$ cat src/rtl/eq_gain_ctrl.sv
// Equalizer gain controller: captures the eq_spi word on frame end, validates it and
// slews six 4-bit band gains toward their targets. Define EQ_RAMP_EN for per-tick slewing.
//
// state   | meaning
// IDLE    | waiting for a frame end
// CAPTURE | word held; accept/reject decision taken on exit
// CHECK   | upd_pulse cycle; resume RAMP if gains still differ from targets
// RAMP    | step every differing band by one per tick (EQ_RAMP_EN only)
module eq_gain_ctrl #(
    parameter logic [3:0] UNITY  = 4'd8,
    parameter int         NBANDS = 6
) (
    input  logic        clk,
    input  logic        reset,
    input  logic        ce,
    input  logic [31:0] eq_word,
    input  logic        tick,
    output logic [23:0] gains,
    output logic        ramping,
    output logic        upd_pulse,
    output logic [7:0]  err_count
);

`ifdef EQ_RAMP_EN
    typedef enum logic [1:0] {IDLE, CAPTURE, CHECK, RAMP} state_t;
`else
    typedef enum logic [1:0] {IDLE, CAPTURE, CHECK} state_t;
`endif

    state_t      state, state_next;
    logic        sync1, sync2;
    logic        frame_end;
    logic        cap_en, chk_en, step_en;
    logic [31:0] word_q;
    logic [23:0] target_q, target_next, new_target, gains_next;
    logic [3:0]  csum;
    logic        accept;

    // sync1 is the newest synchronized sample, sync2 the one before it
    assign frame_end = sync2 & ~sync1;

    always_ff @(posedge clk or posedge reset) begin
        if (reset) begin
            sync1 <= 1'b0;
            sync2 <= 1'b0;
            state <= IDLE;
        end else begin
            sync1 <= ce;
            sync2 <= sync1;
            state <= state_next;
        end
    end

    always_comb begin
        state_next = state;
        cap_en     = 1'b0;
        chk_en     = 1'b0;
        step_en    = 1'b0;
        case (state)
            IDLE: begin
                if (frame_end) begin
                    cap_en     = 1'b1;
                    state_next = CAPTURE;
                end
            end
            CAPTURE: begin
                chk_en     = 1'b1;
                state_next = CHECK;
            end
`ifdef EQ_RAMP_EN
            CHECK: state_next = ramping ? RAMP : IDLE;
            RAMP: begin
                if (frame_end) begin
                    cap_en     = 1'b1;
                    state_next = CAPTURE;
                end else begin
                    step_en = tick;
                    if (!ramping) state_next = IDLE;
                end
            end
`else
            CHECK: state_next = IDLE;
`endif
            default: state_next = IDLE;
        endcase
    end

    always_comb begin
        csum = 4'h0;
        for (int k = 0; k < NBANDS; k++) csum = csum ^ word_q[4*k +: 4];
    end

    assign accept      = ((word_q[31:28] == 4'hE) && (csum == word_q[27:24])) ||
                         (word_q[31:28] == 4'h0);
    assign new_target  = (word_q[31:28] == 4'h0) ? {NBANDS{UNITY}} : word_q[23:0];
    assign target_next = (chk_en && accept) ? new_target : target_q;

`ifdef EQ_RAMP_EN
    always_comb begin
        gains_next = gains;
        if (step_en) begin
            for (int k = 0; k < NBANDS; k++) begin
                if (gains[4*k +: 4] < target_q[4*k +: 4])
                    gains_next[4*k +: 4] = gains[4*k +: 4] + 4'd1;
                else if (gains[4*k +: 4] > target_q[4*k +: 4])
                    gains_next[4*k +: 4] = gains[4*k +: 4] - 4'd1;
            end
        end
    end

    always_ff @(posedge clk or posedge reset) begin
        if (reset) ramping <= 1'b0;
        else       ramping <= (gains_next != target_next);
    end
`else
    logic unused_tick;
    assign unused_tick = tick;
    assign gains_next  = target_next;
    assign ramping     = 1'b0;
`endif

    always_ff @(posedge clk or posedge reset) begin
        if (reset) begin
            word_q    <= 32'h0;
            target_q  <= {NBANDS{UNITY}};
            gains     <= {NBANDS{UNITY}};
            upd_pulse <= 1'b0;
            err_count <= 8'h00;
        end else begin
            upd_pulse <= 1'b0;
            if (cap_en) word_q <= eq_word;
            if (chk_en) begin
                if (accept)                  upd_pulse <= 1'b1;
                else if (err_count != 8'hFF) err_count <= err_count + 8'd1;
            end
            target_q <= target_next;
            gains    <= gains_next;
        end
    end

endmodule

$ cat config.mk
export PLATFORM = sky130hd
export DESIGN_NAME = eq_gain_ctrl
export DESIGN_NICKNAME = d
export VERILOG_FILES = /design/src/rtl/eq_gain_ctrl.sv
export SDC_FILE = /design/constraint.sdc
export NUM_CORES = 1
export LEC_CHECK = 0
export CORE_MARGIN = 2
export CORE_UTILIZATION = 35
export CTS_CLUSTER_DIAMETER = 40
export DETAILED_ROUTE_END_ITERATION = 6
export PLACE_DENSITY = 0.57
export RECOVER_POWER = 50
export SLEW_MARGIN = 20
export SYNTH_ARGS = -nofsm -noshare
export SYNTH_HDL_FRONTEND = slang
export SYNTH_SLANG_ARGS = --single-unit
$ cat constraint.sdc
create_clock -name clk -period 2.43 [get_ports clk]
set_input_delay 0.243 -clock clk [delete_from_list [all_inputs] [get_ports clk]]
set_output_delay 0.243 -clock clk [all_outputs]
set_load 0.01 [all_outputs]
# --- After elaboration in Yosys (flattened, before gate mapping) ---
# Index checks and enable logic that the tools add are counted.
totals:
  input_bits: 36
  wordCells: 35
  out_inout_bits: 34
  reg_bits: 69
classes:
  reduce_logical: 6
  n_addsub: 1
  bitwise_logic: 8
  n_eq_ne: 5
  mux: 8
ops:
  columns: ["operator", "count"]
  rows:
  - ["$mux W24", 1]
  - ["$xor A4 B4 Y4", 5]
  - ["$add A8 B1 Y8 const B", 1]
  - ["$ne A8 B8 Y1 const B", 1]
  - ["$mux W1", 5]
  - ["$eq A4 B4 Y1", 1]
  - ["$eq A4 B4 Y1 const B", 1]
  - ["$logic_not A4 Y1", 1]
  - ["$pmux W2 S2", 1]
  - ["$reduce_and A3 Y1", 1]
  - ["$eq A2 B1 Y1 const B", 1]
  - ["$logic_and A1 B1 Y1", 2]
  - ["$logic_not A2 Y1", 1]
  - ["$mux W2", 1]
  - ["$ne A2 B2 Y1 const B", 1]
  - ["$not A1 Y1", 2]
  - ["$and A1 B1 Y1", 1]
  - ["$logic_or A1 B1 Y1", 1]

# --- Longest topological paths before layout ---
# Gate-level depths: netlist of the first run.
logic_depth:
  depth_word: 10
  depth_mapped: 8
  mapped_depth_nobuf: 7

# --- Least setup slack after synthesis of the first run ---
# OpenSTA, ideal clock, no wires.
synth_path:
  kind: "register to register"
  startpoint: "register word_q[0]"
  endpoint: "register target_q[0]"
  setup_slack_ns: 0.511
  required_ns: 2.309
  arrival_ns: 1.798
  setup_time_ns: 0.121
  stages_incl_launch_ff: 9
  synth_period_minus_slack_ns: 1.919
  path_cell_list: "dfrtp_1 > xnor3_1 > xnor3_1 > nor2_1 > nand4_1 > a21o_1 > buf_6 > buf_6 > a22o_1"
synth_between:
  elab_chain_cells: 9
synth_lines:
  columns: ["item", "line", "text"]
  rows:
  - ["start, declared", "34", "logic [31:0] word_q;"]
  - ["start signal, assigned", "131", "if (cap_en) word_q <= eq_word;"]
  - ["$xor A4 B4 Y4 (5 in a row)", "90", "for (int k = 0; k < NBANDS; k++) csum = csum ^ word_q[4*k +: 4];"]
  - ["$eq A4 B4 Y1", "93", "assign accept = ((word_q[31:28] == 4'hE) && (csum == word_q[27:24])) ||"]
  - ["$logic_and A1 B1 Y1", "93", null]
  - ["$logic_or A1 B1 Y1", "93", null]
  - ["$logic_and A1 B1 Y1", "96", "assign target_next = (chk_en && accept) ? new_target : target_q;"]
  - ["end signal, assigned", "125", "target_q <= {NBANDS{UNITY}};"]
  - ["end signal, assigned", "136", "target_q <= target_next;"]
  - ["end, declared", "35", "logic [23:0] target_q, target_next, new_target, gains_next;"]
# Parallel ways exist; a longest one is shown, timed or not.
# A chain may end at the register's enable or synchronous reset.

# --- Final worst setup path of the first run ---
layout_path:
  startpoint: "register word_q[0]"
  endpoint: "register target_q[3]"
layout_between:
  elab_chain_cells: 9
layout_lines:
  columns: ["item", "line"]
  rows:
  - ["$xor A4 B4 Y4 (5 in a row)", "90"]
  - ["$eq A4 B4 Y1", "93"]
  - ["$logic_and A1 B1 Y1", "93"]
  - ["$logic_or A1 B1 Y1", "93"]
  - ["$logic_and A1 B1 Y1", "96"]
# No other way between the ends.

==> results by stage, run 1 <==
Placement:
- Summed over all nets, the half-perimeter wirelength after detailed placement is 3.81 mm.
- At the end of routability-driven placement, the weighted congestion stood at 0.697.
- The number of buffers added on ports is 67.

Global routing:
- The total overflow left after global routing is 0.
- The initial antenna violation count is 0.
- The global-route wire length before repair is 9.22 mm.
- The number of global-route vias before repair is 1777.
- Entering global routing, the biggest net connects 47 pins.
- Global routing used 13.8% of the available tracks.

Cells and area:
- The number of antenna repair diodes is 0.
- The core utilization of the finished layout is 49.2%.
- From synthesis to final layout, the design area changed by 34.2%.
- At the end of the flow, the number of nets in the layout was 307.
- The post-route netlist has 21.8% of its cells at a drive strength greater than 1.

Routing:
- The count of nets left with antenna violations once routing finished came out at 0.
- The remaining design rule violation count is 0.
- The mean number of vias per cell is 4.65.
- The average detailed-routed wire length per instance is 14.7 um.
- The detailed router finished its first iteration with 48 violations.
- The total wirelength of the detailed-routed design is 5.55 mm.
- For this block, the via count after detailed routing is 1752.
- For this run, the detailed router's first-pass iteration total came to 4.

CTS:
- TritonCTS built the clock tree.
- In this run, post-CTS hold repair placed 0 buffers.
- Clock-pin slew was measured on the worst setup and hold paths at 70 ps.
- The later pin in the worst-skew pair is clocked with a latency of 340 ps.
- The clock sink count is 69.
- The CTS buffer count is 9.
- The number of buffers between clock root and the deepest sink is 2.
- The maximum level of the CTS H-tree is 3.
- The cell sitting at the root of the clock tree is a clkbuf_8.

STA:
- The number of pins exceeding their max-slew limit in the final report was 0.
- On the final layout, the worst clock skew is 6.25 ps.
- For the finished layout, the period the worst path requires is 2080 ps.
- Setup repair after global routing left no endpoint under its margin.
- The portion of the clock cycle consumed by the worst path in the final layout is 85.5%.
- The setup TNS is 0 ps.
- The final setup violation count is 0.
- The fmax is 481 MHz.
- Measured against its own limit, the worst slew margin works out to 38.2%.
- The number of failing hold endpoints at the final stage was 0.
- The pin slew with the least headroom to its limit is 926 ps.

Worst setup path:
- The startpoint kind of the worst setup timing path is a flip-flop.
- The maximum fanout along the worst path is 10.
- Broken down by cell family, the worst path's largest delay share belongs to XOR/XNOR gates.
- The critical path class is reg -> reg.
- The type of element capturing the critical path is a flip-flop.
- In this design, the critical path's most frequently occurring cell is xnor3_1.
- The slowest stage of the critical path belongs to the cell dfrtp_1.
- The number of buffers and inverters on the critical path is 1.
- For the worst setup path, the data required time is 2690 ps.
- The worst stage delay on the critical path is 400 ps.
- At the worst endpoint, the arrival time is 2340 ps.
- Walking the worst path, the cells encountered are xnor3_1, xnor3_1, nor2_1, nand4_1, buf_4, or2_0, o22a_1.

Outcome:
- The flow ran to the end, and the final reports show no timing, DRC or antenna violations.

Floorplanning:
- The initial utilization of the core area, before any placement, comes to 36.7%.
- The die covers 8920 um2.
- The vertical die dimension is 94.4 um.
- The number of placement rows is 32.
- The core footprint is 7810 um2.
- The number of I/O pins is 70.
- In this run the horizontal extent of the chip is 94.4 um.

Yosys:
- The sequential cell area fraction in the yosys report is 60.6%.
- Synthesis inferred 69 register bits.
- The total nets after synthesis is 234.
- The average instance area after synthesis is 14.5 um2.
- The Yosys warning count is 0.
- The area of the mapped netlist is 2860 um2.
- Synthesis produced a netlist whose cell count is 197.
- The number of distinct library cells after synthesis is 33.

Power:
- The total power divided by cell area is 931 nW/um2.
- The worst ir drop on vdd is 0.367 mV.
- Power comes to 3.58 mW.
- In this run the static leakage power is 1.61 nW.

Worst hold path:
- The worst min-delay path class is reg -> reg.

Flow run:
- The count of max-cap constraint violations is 0.
[cell type report]
cell class / instances / area (um2)
tap: 102 / 128
clock inverter: 3 / 42.5
inverter: 3 / 11.3
clock buffer: 13 / 169
sequential: 69 / 1730
multi-input combinational: 116 / 1050
fill: 707 / 3970
timing repair buffer: 71 / 709
[what timing repair did]
item	4_1_cts	5_1_grt
resized for setup	0	1
setup buffers	0	0
setup endpoints to repair	0	6
[cell usage in the layout (no fill, tap or decap), types with 3 or more instances in the layout]
| master | n |
|---|---|
| clkbuf_8 | 12 |
| nand3_1 | 5 |
| mux2_2 | 33 |
| nor2_1 | 3 |
| nand4_1 | 3 |
| a22o_1 | 18 |
| o22a_1 | 6 |
| nand2_1 | 4 |
| dfstp_2 | 6 |
| xor2_1 | 3 |
| inv_1 | 3 |
| dlygate4sd3_1 | 5 |
| dfrtp_1 | 63 |
| clkdlybuf4s50_1 | 62 |
| xnor2_1 | 22 |
[worst register-to-register path, cell delays in order (launching register included)]
cell and delay (ps):
dfrtp_1 400, xnor3_1 380, xnor3_1 210, nor2_1 100, nand4_1 120, buf_4 200
or2_0 370, o22a_1 240
[power by group]
part           internal (mW)  switching [mW]
clock                  0.557           0.409
sequential              1.42           0.201
combinational          0.639           0.349
total                   2.62           0.958
[logic make-up (layout without fill, tap and decap cells)]
family / count (synthesis) / in the layout / share of synthesized area (%)
DFF: 69 / 69 / 60.6
muxes: 33 / 33 / 13.0
AOI/OAI and AO/OA: 27 / 27 / 8.00
adders and majority gates: 1 / 1 / 0.437
other: 1 / 1 / 0.131
and+or+nand+nor: 26 / 26 / 5.42
buffers and inverters: 12 / 90 / 2.67
xor gates and xnor gates: 28 / 28 / 9.79
[registers in the layout, summed over array words and instances, names as in the netlist]
name and count:
target_q 24, sync1 1, sync2 1, state 2
word_q 32, err_count 8, upd_pulse 1
[cell usage after synthesis]
library cell   n  share of area, %
nor2_4         1              0.39
nand2_1        4              0.52
dfrtp_1       63                55
conb_1         1              0.13
nor3_1         2              0.35
inv_1          3              0.39
nor2_1         3              0.39
nand4_1        3              0.66
a21o_1         1              0.26
xnor2_1       22               6.7
buf_4          2              0.52
a21oi_1        1              0.17
dfstp_2        6               5.5
xor2_1         3              0.92
nor2b_1        1              0.22
a31oi_1        1              0.22
or2_0          1              0.22
nand3_1        5              0.87
nand2b_1       1              0.22
nor4b_2        1              0.52
nand4b_1       1              0.31
a22o_1        18               5.5
clkbuf_1       3              0.39
o22a_1         6               1.8
xnor2_2        1              0.57
or4_1          1              0.26
ha_1           1              0.44
xnor3_1        2               1.6
nand3b_1       1              0.26
and3_1         1              0.22
mux2_2        33                13
buf_6          3               1.2
buf_2          1              0.17
[path summary, 6_finish.rpt]
path	start	end	slack (ps)	cells past startpoint
worst min-delay path	sync1	sync2	400	0
worst min register to register	sync1	sync2	400	0
max in group asynchronous	reset	target_q[19]	1090	3
worst max register to register	word_q[0]	target_q[3]	350	7
worst max-delay path	word_q[0]	target_q[3]	350	7
min in group asynchronous	reset	word_q[11]	550	2
[metrics by stage]
| step | std cells | cell area [um2] | hold WS [ps] | setup WS, ps |
|---|---|---|---|---|
| final | 377 | 3840 | 400 | 353 |
| after global routing | 377 | 3840 | 430 | 126 |
| after CTS | 377 | 3860 | 268 | 62.9 |
| after detailed placement | 361 | 3650 | 425 | 64.8 |
| after global placement | 361 | 3650 | 434 | 92.7 |
| after floorplan | 197 | 2860 | 274 | 457 |
[per-layer routing]
| layer | share of wire, % | vias to the layer above | GRT usage (%) |
|---|---|---|---|
| li1 | - | 849 | - |
| met1 | 46 | 859 | 18.7 |
| met2 | 47 | 40 | 20.5 |
| met3 | 5.3 | 4 | 4.87 |
| met4 | 1.5 | 0 | 5.07 |
| met5 | 0 | - | 0 |
No activity file was read; power rests on OpenSTA's default activity.
==> run 2: changes to the inputs <==
==> constraint.sdc (replaced) <==
create_clock -name clk -period 2.43 [get_ports clk]
set_input_delay 0.243 -clock clk [delete_from_list [all_inputs] [get_ports clk]]
set_output_delay 0.243 -clock clk [all_outputs]
set_load 0.005 [all_outputs]
==> results of run 2 <==
The final DEF is identical to that of run 1. Status: finished, final reports clean.
Among the figures that moved: total power 3.58 mW -> 3.53 mW
==> run 3: changes to the inputs <==
--- a/config.mk
+++ b/config.mk
@@ -9,7 +9,7 @@
 export CORE_UTILIZATION = 35
 export CTS_CLUSTER_DIAMETER = 40
 export DETAILED_ROUTE_END_ITERATION = 6
-export PLACE_DENSITY = 0.57
+export PLACE_DENSITY = 0.69
 export RECOVER_POWER = 50
 export SLEW_MARGIN = 20
 export SYNTH_ARGS = -nofsm -noshare
==> results by stage, run 3 (synthesized netlist as in run 1, its figures left out) <==
Worst setup path:
- The arrival time of data at the critical path endpoint is 2370 ps (was 2340 ps).
- The capture point of the worst path is target_q[3] (unchanged).
- The type of element capturing the critical path is a flip-flop (unchanged).
- The startpoint kind of the worst setup timing path is a flip-flop (unchanged).
- The worst flop-to-flop path endpoint is target_q[3] (unchanged).
- The depth of the worst register-to-register path is 7 (unchanged).
- The launch instance of the worst register-to-register path is word_q[0] (unchanged).
- The first element of the critical path is word_q[0] (unchanged).
- The critical path class is reg -> reg (unchanged).
- The maximum fanout along the worst path is 10 (unchanged).
- The register-to-register setup slack is 320 ps (was 350 ps).
- The data required time at the worst endpoint is 2690 ps (about the same).

Global routing:
- The remaining global-route overflow came to 0 (unchanged).
- The global routing usage summed across all routing layers was 13.9% (was 13.8%).
- The global-route wire length before repair is 9.25 mm (was 9.22 mm).
- The number of global-route vias before repair was 1845 (was 1777).
- The largest net degree at the start of global routing is 45 (was 47).
- The initial antenna violation count was 0 (unchanged).

Cells and area:
- The layout overhead on the synthesized area came to 32.6% (was 34.2%).
- Top Registers: word_q (32), target_q (24), err_count (8) (unchanged).
- The number of antenna repair diodes is 0 (unchanged).
- The share of post-route cells with drive strength above 1 is 21.0% (was 21.8%).
- The core utilization of the finished layout is 48.6% (was 49.2%).
- Commonest cells after routing, fill and taps aside: 63 x dfrtp_1, 62 x clkdlybuf4s50_1, 33 x mux2_2, 22 x xnor2_1, 18 x a22o_1 (unchanged).
- The top register by number of flip-flops is word_q (unchanged).
- The count of nets after finishing is 308 (was 307).
- The leading cell type in the layout, fill and taps excluded is dfrtp_1 (unchanged).
- The final cell count without fillers was 378 (was 377).
- The flip-flop count of the largest register after layout is 32 (unchanged).

Routing:
- The remaining antenna violation count is 0 (unchanged).
- The number of iterations in the first detailed-routing pass was 4 (unchanged).
- The detailed route wirelength on metal3 is 264 um (was 294 um).
- The detailed router's first-iteration violation count is 36 (was 48).
- The via count was 1775 (was 1752).
- The average detailed-routed wire length per instance is 14.8 um (was 14.7 um).
- The total wirelength of the detailed-routed design is 5.60 mm (was 5.55 mm).
- The met2 routed wirelength was 2.61 mm (was 2.62 mm).
- The remaining design rule violation count is 0 (unchanged).
- The uppermost metal layer occupied by signal nets is met4 (unchanged).
- The detailed-routing wirelength on met1 was 2.64 mm (was 2.55 mm).
- The mean number of vias per cell is 4.70 (was 4.65).

Power:
- The leakage power figure is 1.60 nW (was 1.61 nW).
- The cell-internal power is 2.49 mW (was 2.62 mW).
- The worst ir drop on vdd is 0.367 mV (about the same).
- The total power draw is 3.39 mW (was 3.53 mW).
- The part of the power in registers is 48.0% (was 46.0%).
- The fraction of power spent switching nets came to 26.6% (was 25.8%).
- The combinational group share of total power came to 28.0% (was 26.6%).
- The total power divided by cell area is 893 nW/um2 (was 918 nW/um2).
- The net load switching power came to 903 uW (was 912 uW).
- The clock share of power came to 24.1% (was 27.4%).

CTS:
- The post-CTS setup-driven buffer insertion count is 0 (unchanged).
- The CTS tree was yes (unchanged).
- The maximum level of the CTS H-tree is 3 (unchanged).
- The root cell of the clock tree is clkbuf_8 (unchanged).
- The clock sink count came to 69 (unchanged).
- The CTS buffer count was 9 (unchanged).
- The number of hold buffers added after cts is 0 (unchanged).
- The clock insertion delay at the later pin of the skew report is 330 ps (was 340 ps).
- The number of buffers between clock root and the deepest sink was 2 (unchanged).
- The clock transition at the registers of the reported paths is 70 ps (about the same).

Flow run:
- The count of max-cap constraint violations is 0 (unchanged).

STA:
- The setup TNS came to 0 ps (unchanged).
- Setup repair after global routing missed its margin: false (unchanged).
- The final critical-path required period is 2110 ps (was 2080 ps).
- The fmax came to 474 MHz (was 481 MHz).
- The worst relative slew slack is 34.6% (was 38.2%).
- The number of failing hold endpoints at the final stage is 0 (unchanged).
- The portion of the clock cycle consumed by the worst path in the final layout is 86.8% (was 85.5%).
- The number of pins exceeding their max-slew limit in the final report is 0 (unchanged).
- The worst-case setup margin in the final layout is 320 ps (was 353 ps).
- The clock skew was 6.38 ps (was 6.25 ps).
- The final setup violation count came to 0 (unchanged).
- The pin slew with the least headroom to its limit came to 980 ps (was 926 ps).

Worst hold path:
- The worst min-delay path class is reg -> reg (unchanged).
- The worst hold path depth was 0 (unchanged).

Floorplanning:
- The starting density of the core is 36.7% (unchanged).
- The vertical die dimension is 94.4 um (unchanged).
- The core footprint is 7810 um2 (unchanged).
- The number of I/O pins is 70 (unchanged).
- The number of placement rows is 32 (unchanged).
- The horizontal die dimension was 94.4 um (unchanged).
- The die outline area came to 8920 um2 (unchanged).

Placement:
- The worst slack after detailed placement came to 39.6 ps (was 64.8 ps).
- The HPWL after detailed placement is 3.83 mm (was 3.81 mm).
- The number of cells after detailed placement is 362 (was 361).
- The weighted congestion reported at the end of routability-driven placement is 0.763 (was 0.697).
- The number of buffers added on ports is 67 (unchanged).

Outcome:
- Outcome: finished, final reports clean (unchanged).
-- run 3: cell count changes in the layout (fill, tap and decap cells not counted), sizes merged --
| cell | change |
|---|---|
| bufinv | -1 |
| clkbuf | +3 |
| clkinvlp | -1 |
-- run 3: power groups by stage --
stage               Combinational [mW]  Sequential, mW  Clock, mW
floorplan                        0.564            1.62          0
global placement                 0.956            1.64          0
detailed placement               0.972            1.65          0
CTS                              0.980            1.63      0.845
global route                      1.04            1.66      0.899
finish                           0.948            1.63      0.816
-- run 3: worst min-delay path by stage --
stage / start / to / slack (ps)
6_report: sync1 / sync2 / 420
5_1_grt: sync1 / sync2 / 430
4_1_cts: reset / target_q[5] / 300
3_5_place_dp: sync1 / sync2 / 430
3_3_place_gp: sync1 / sync2 / 430
2_1_floorplan: ce / sync1 / 270
-- run 3: what timing repair did --
item                                    4_1_cts  5_1_grt
gates resized for setup                       0        1
endpoints found under the setup margin        0        7
endpoints found under the hold margin         0        0
-- run 3: area by class of cell --
| type | instances | area (um2) |
|---|---|---|
| fill | 697 | 4010 |
| sequential | 69 | 1730 |
| multi-input combinational | 116 | 1050 |
| timing repair buffer | 72 | 704 |
| clock buffer | 15 | 166 |
| tap | 102 | 128 |
| inverter | 3 | 11.3 |
| clock inverter | 1 | 5.00 |
-- run 3: worst max-delay path: stages (launching register included) --
cell and delay [ps]:
dfrtp_1 390, xnor3_1 410, xnor3_1 220, nor2_1 110, nand4_1 120, buf_4 200, or2_0 350, o22a_1 230
-- run 3: per-layer routing --
layer  vias to the layer above  track usage (%)
met1                       874             19.2
met2                        44             21.0
met5                         -                0
li1                        848                -
met3                         9             3.11
met4                         0             6.16
-- run 3: per-stage QoR --
stage	hold slack [ps]	instance area, um2
floorplan	274	2860
global placement	433	3650
detailed placement	435	3650
CTS	299	3830
global route	434	3800
finish	420	3800
